**config.mk**
```make
export PLATFORM = sky130hd
export DESIGN_NAME = xnor_share_arbiter
export DESIGN_NICKNAME = d
export VERILOG_FILES = /design/src/rtl/xnor_share_arbiter.sv
export SDC_FILE = /design/constraint.sdc
export NUM_CORES = 1
export LEC_CHECK = 0
export BUFFER_PORTS_ARGS = -buffer_cell sky130_fd_sc_hd__buf_4
export CAP_MARGIN = 20
export CORE_MARGIN = 1
export CORE_UTILIZATION = 48
export DETAILED_ROUTE_END_ITERATION = 10
export HOLD_SLACK_MARGIN = 0.12
export PLACE_DENSITY_LB_ADDON = 0.3
export SETUP_SLACK_MARGIN = 0.3
export SLEW_MARGIN = 25
export SYNTH_ARGS = -nofsm -noshare
export SYNTH_HDL_FRONTEND = slang
export SYNTH_SLANG_ARGS = --single-unit
export TNS_END_PERCENT = 20
```
**constraint.sdc**
```tcl
create_clock -name clk -period 2.5 [get_ports clk]
set_input_delay 0.5 -clock clk [delete_from_list [all_inputs] [get_ports clk]]
set_output_delay 0.5 -clock clk [all_outputs]
set_load 0.03 [all_outputs]
```
**src/rtl/xnor_share_arbiter.sv**
```systemverilog
// xnor_share_arbiter
//   Shares one SLICE-bit XNOR engine between NREQ requesters. A round-robin
//   arbiter accepts one operand pair at a time. The pair is XNORed LSB-first,
//   SLICE bits per cycle, and the result is returned on a single response port
//   tagged with the requester id.
//
//   Optional feature: define XNOR_SHARE_POPCOUNT_EN to add rsp_ones, the count
//   of equal bit positions, accumulated one slice per RUN cycle.
//
// Handshakes:
//   A request i transfers on a rising edge where req_valid[i] && req_ready[i].
//   A response transfers on a rising edge where rsp_valid && rsp_ready. While
//   rsp_valid is high, rsp_id/rsp_xnor/rsp_match(/rsp_ones) are held stable.
//
// Ports:
//   clk, reset     : clock, synchronous active-high reset
//   req_valid[i]   : requester i has an operand pair on req_a/req_b
//   req_a, req_b   : packed operands, requester i at [i*WIDTH +: WIDTH]
//   req_ready      : one-hot accept strobe, only in IDLE
//   rsp_valid      : result available (DONE state)
//   rsp_ready      : consumer accepts result
//   rsp_id         : requester index of the result
//   rsp_xnor       : ~(a ^ b)
//   rsp_match      : a == b
//   rsp_ones       : popcount of rsp_xnor (XNOR_SHARE_POPCOUNT_EN only)
//   busy           : FSM is in RUN or DONE
module xnor_share_arbiter #(
  parameter int NREQ  = 4,
  parameter int WIDTH = 16,
  parameter int SLICE = 4,
  localparam int IDW  = (NREQ > 1) ? $clog2(NREQ) : 1
) (
  input  logic                    clk,
  input  logic                    reset,
  input  logic [NREQ-1:0]         req_valid,
  input  logic [NREQ*WIDTH-1:0]   req_a,
  input  logic [NREQ*WIDTH-1:0]   req_b,
  output logic [NREQ-1:0]         req_ready,
  output logic                    rsp_valid,
  input  logic                    rsp_ready,
  output logic [IDW-1:0]          rsp_id,
  output logic [WIDTH-1:0]        rsp_xnor,
  output logic                    rsp_match,
`ifdef XNOR_SHARE_POPCOUNT_EN
  output logic [$clog2(WIDTH+1)-1:0] rsp_ones,
`endif
  output logic                    busy
);

  localparam int NSL = WIDTH / SLICE;
  localparam int CW  = (NSL > 1) ? $clog2(NSL) : 1;

  typedef enum logic [1:0] {IDLE, RUN, DONE} state_t;

  state_t             state_q, state_d;
  logic [IDW-1:0]     last_grant_q, last_grant_d;
  logic [IDW-1:0]     id_q, id_d;
  logic [WIDTH-1:0]   a_q, a_d;
  logic [WIDTH-1:0]   b_q, b_d;
  logic [WIDTH-1:0]   result_q, result_d;
  logic [CW-1:0]      cnt_q, cnt_d;
  logic               match_q, match_d;
  logic [SLICE-1:0]   slice_x;
  logic [IDW-1:0]     cand;
  logic [IDW-1:0]     grant_idx;
  logic               grant_found;
`ifdef XNOR_SHARE_POPCOUNT_EN
  localparam int OW = $clog2(WIDTH+1);
  logic [OW-1:0]      ones_q, ones_d;
`endif

  // Round-robin search starting just after the last granted requester.
  always_comb begin
    grant_found = 1'b0;
    grant_idx   = '0;
    cand        = '0;
    for (int i = 1; i <= NREQ; i++) begin
      cand = IDW'((int'(last_grant_q) + i) % NREQ);
      if (!grant_found && req_valid[cand]) begin
        grant_found = 1'b1;
        grant_idx   = cand;
      end
    end
  end

  always_comb begin
    state_d      = state_q;
    last_grant_d = last_grant_q;
    id_d         = id_q;
    a_d          = a_q;
    b_d          = b_q;
    result_d     = result_q;
    cnt_d        = cnt_q;
    match_d      = match_q;
    req_ready    = '0;
    slice_x      = ~(a_q[cnt_q*SLICE +: SLICE] ^ b_q[cnt_q*SLICE +: SLICE]);
`ifdef XNOR_SHARE_POPCOUNT_EN
    ones_d       = ones_q;
`endif
    case (state_q)
      IDLE: begin
        if (grant_found) begin
          req_ready[grant_idx] = 1'b1;
          a_d          = req_a[grant_idx*WIDTH +: WIDTH];
          b_d          = req_b[grant_idx*WIDTH +: WIDTH];
          id_d         = grant_idx;
          last_grant_d = grant_idx;
          cnt_d        = '0;
`ifdef XNOR_SHARE_POPCOUNT_EN
          ones_d       = '0;
`endif
          state_d      = RUN;
        end
      end
      RUN: begin
        result_d[cnt_q*SLICE +: SLICE] = slice_x;
`ifdef XNOR_SHARE_POPCOUNT_EN
        ones_d = ones_q + OW'($countones(slice_x));
`endif
        if (cnt_q == CW'(NSL - 1)) begin
          // Match uses the vector including the slice written this cycle.
          match_d = &result_d;
          state_d = DONE;
        end else begin
          cnt_d = cnt_q + 1'b1;
        end
      end
      DONE: begin
        if (rsp_ready) begin
          state_d = IDLE;
        end
      end
      default: state_d = IDLE;
    endcase
  end

  always_ff @(posedge clk) begin
    if (reset) begin
      state_q      <= IDLE;
      last_grant_q <= IDW'(NREQ - 1);
      id_q         <= '0;
      a_q          <= '0;
      b_q          <= '0;
      result_q     <= '0;
      cnt_q        <= '0;
      match_q      <= 1'b0;
`ifdef XNOR_SHARE_POPCOUNT_EN
      ones_q       <= '0;
`endif
    end else begin
      state_q      <= state_d;
      last_grant_q <= last_grant_d;
      id_q         <= id_d;
      a_q          <= a_d;
      b_q          <= b_d;
      result_q     <= result_d;
      cnt_q        <= cnt_d;
      match_q      <= match_d;
`ifdef XNOR_SHARE_POPCOUNT_EN
      ones_q       <= ones_d;
`endif
    end
  end

  assign rsp_valid = (state_q == DONE);
  assign busy      = (state_q != IDLE);
  assign rsp_id    = id_q;
  assign rsp_xnor  = result_q;
  assign rsp_match = match_q;
`ifdef XNOR_SHARE_POPCOUNT_EN
  assign rsp_ones  = ones_q;
`endif

endmodule

```
==> impl_metrics.yaml <==
detailed_routing:
  dr.pass1.iters: 5
  first_iter_violations: 165
  avgViaCountPerCell: 5.63
  drtAntennaViolNets: 0
  drc: 0
  wirelength_mm: 10.7
  wl_per_cell_um: 15.1
  via_count: 3973
final_layout:
  stdcell_area_sq_mm: 0.00516
  n_antenna_cell: 0
  final_util_pct: 71.2
  area_delta_synth_final_pct: 43.6
  fillerInstances: 599
  fin_nets: 743
  drive_gt1_share_pct: 34.1
  multi_input_area_sq_mm: 0.00234
  regArea_sq_mm: 0.00114
global_route:
  grt_pass1_vias: 3635
  grt_pass1_wl_mm: 16.6
  grt_max_degree: 66
  grt_usage_pct: 27.7
  gr-total-overflow: 0
  antenna_found_initial: 0
yosys:
  synth_area_sq_mm: 0.00360
  synth.area.top_cells: "dfxtp_1, a21oi_1, mux2i_1"
  ys_ff_latch: 57
  syn-num-nets: 593
  syn_inst: 452
  synth.avg_cell_area_sq_um: 7.96
  synth_top_area_share_pct: 31.7
  synth.distinct_cells: 47
  ys_seq_area_share_pct: 31.7
  ys.warnings.count: 0
  synth_top_area_cell: "dfxtp_1"
hold_path:
  holdPathEnd: "state_q[1]"
  min_from: "rsp_ready"
  hp-class: "input pin to flip-flop"
  min_path_cells: 3
critical_path:
  critPathMaxStageDelay_ns: 0.35
  start_kind: "flip-flop"
  r2r_cells: 7
  critical_path_class: "flip-flop to primary output"
  rr_startpoint: "cnt_q[0]"
  worstPathArrival_ns: 1.64
  cpMostUsedCell: "buf_4"
  required_ns: 2.00
  worstSetupEndpointType: "primary output"
  crit_fanout: 4
  worst-r2r-setup-slack_ns: 0.52
  slowest_stage: "or2_2"
  worstPathCellList: "or2_2 > a21oi_4 > buf_4 > nand2_1 > nor2_1 > buf_4"
  worstReg2RegEnd: "rsp_match"
power_and_ir_drop:
  power_mw: 3.05
  peakVddDrop_mv: 0.324
  powerDensity_mw_per_mm2: 590
  static-leakage-power_nw: 2.36
run_status:
  outcome: "completed"
floorplan:
  die_h_um: 88.6
  num_rows: 31
  start_util_pct: 49.6
  io_pins: 160
  die_w_um: 88.6
  coreArea_sq_mm: 0.00725
  die_area_sq_mm: 0.00784
placement:
  io_buffers: 159
  dp_hpwl_mm: 8.01
  gp_congestion: 0.865
  place_area_sq_mm: 0.00485
sta:
  tightest_slew_ns: 0.722
  tns_ns: 0
  holdWs_ns: 0.425
  relSlewSlack_pct: 51.4
  hold_violations: 0
  setup_viol: 0
  rsz0062_at_grt: "true"
  max_freq_mhz: 468
  post-route-period-util_pct: 85.5
  finClkSkew_ns: 0.00595
  finalMaxSlewViolations: 0
  min_period_ns: 2.14
flow_run:
  maxCapViolCount: 0
clock_tree:
  root_buffer: "clkbuf_8"
  cts.sinks: 57
  cts_tree: "built"
  holdBufCountCts: 0
  cts_buffer_depth: 2
  htreeDepth: 3
  clk_latency_ns: 0.34
  numCtsBuffers: 9
  clk_pin_slew_ns: 0.06
==> final cells by class <==
type / instances / share of cell area (%)
Clock buffer: 14 / 3.34
Clock inverter: 2 / 0.678
Inverter: 5 / 0.363
Multi-Input combinational cell: 357 / 45.3
Sequential cell: 57 / 22.1
Tap cell: 99 / 2.40
Timing Repair Buffer: 172 / 25.8
==> per-stage QoR <==
step / setup slack [ns] / std cells
2_1_floorplan: 0.215 / 452
3_3_place_gp: 0.304 / 687
3_5_place_dp: 0.178 / 687
4_1_cts: 0.311 / 705
5_1_grt: 0.292 / 706
6_report: 0.363 / 706
==> state kept, by name (all words and copies together), names as in the netlist <==
name,count
rsp_id,2
rsp_xnor,16
rsp_match,1
cnt_q,2
state_q,2
b_q,16
a_q,16
last_grant_q,2
==> kinds of logic (layout without fill, tap and decap cells) <==
logic type	Yosys count	in the layout	synth area share, %
xor gates and xnor gates	16	16	3.90
muxes	38	38	10.9
adders and majority gates	6	6	2.09
and+or+nand+nor	155	155	19.2
AOI/OAI and AO/OA	142	142	26.4
DFF	57	57	31.7
buffers and inverters	38	193	5.78
==> how the worst max path moves through the flow <==
| stage | start | to | slack, ns | depth (start not counted) |
|---|---|---|---|---|
| 6_report | state_q[1] | req_ready[1] | 0.36 | 6 |
| 5_1_grt | last_grant_q[0] | req_ready[2] | 0.29 | 6 |
| 4_1_cts | last_grant_q[0] | req_ready[2] | 0.31 | 6 |
| 3_5_place_dp | req_valid[2] | a_q[3] | 0.18 | 8 |
| 3_3_place_gp | req_valid[3] | a_q[6] | 0.30 | 8 |
| 2_1_floorplan | req_valid[3] | req_ready[1] | 0.22 | 8 |
==> worst max-delay path: cells and delay by family (launching register included) <==
family / cells / cell delay [ns]
and+or+nand+nor: 3 / 0.50
DFF: 1 / 0.33
buffers and inverters: 2 / 0.32
AOI/OAI and AO/OA: 1 / 0.16
==> repair_timing <==
item	in CTS	in global routing
pin swaps	0	2
setup buffers	2	1
endpoints found under the hold margin	0	0
setup endpoints to repair	3	7
resized for setup	5	13
==> metal layers <==
layer  part of all wire, %  track usage (%)  vias to the layer above  wire [um]
met3                   6.0             5.13                       33        644
met1                    41             33.2                     1810       4330
met4                   3.5             13.5                        0        370
met5                     0                0                        -          0
met2                    50             47.8                      189       5320
li1                      -                -                     1941          -
==> placed cells by master (no fill, tap or decap), types with 3 or more instances in the layout <==
master | Yosys | final
nor2_1 | 35 | 34
buf_12 | 2 | 3
nand2b_1 | 7 | 6
nand2_1 | 78 | 78
nor2b_1 | 9 | 7
nor3_1 | 7 | 5
inv_1 | 4 | 4
xor2_1 | 11 | 11
dfxtp_1 | 57 | 56
o22ai_1 | 3 | 3
buf_4 | 2 | 168
nand3_1 | 3 | 3
mux2i_1 | 37 | 37
a21oi_1 | 75 | 74
a22oi_1 | 15 | 15
xnor2_1 | 5 | 5
clkbuf_8 | 0 | 12
ha_1 | 6 | 5
o21ai_0 | 3 | 3
a221o_1 | 32 | 32
==> synthesized netlist by cell type (all sizes together) <==
| master | instances |
|---|---|
| and2 | 2 |
| mux2i | 37 |
| a221o | 32 |
| a211o | 1 |
| o2111ai | 1 |
| nor3 | 7 |
| o22ai | 3 |
| o221ai | 1 |
| a32oi | 1 |
| a211oi | 1 |
| xnor2 | 5 |
| nand3b | 2 |
| and4bb | 1 |
| a2111oi | 1 |
| dfxtp | 57 |
| mux4 | 1 |
| nand4bb | 1 |
| nor2b | 9 |
| a21oi | 75 |
| or2 | 1 |
| or3 | 1 |
| o21bai | 1 |
| o21ai | 6 |
| nor2 | 35 |
| nand2 | 78 |
| ha | 6 |
| xor2 | 11 |
| a22oi | 15 |
| nor4 | 2 |
| buf | 13 |
| a31oi | 1 |
| clkbuf | 20 |
| inv | 5 |
| a21o | 3 |
| and3 | 4 |
| nand2b | 7 |
| nand4 | 1 |
| nand3 | 3 |
| nand4b | 1 |
==> power breakdown <==
group / internal (mW) / switching (mW) / total (mW) / leakage (nW)
logic: 0.522 / 0.563 / 1.09 / 1.78
registers: 0.998 / 0.0667 / 1.06 / 0.468
clock network: 0.541 / 0.358 / 0.900 / 0.107
(Power assumes the default switching activity.)
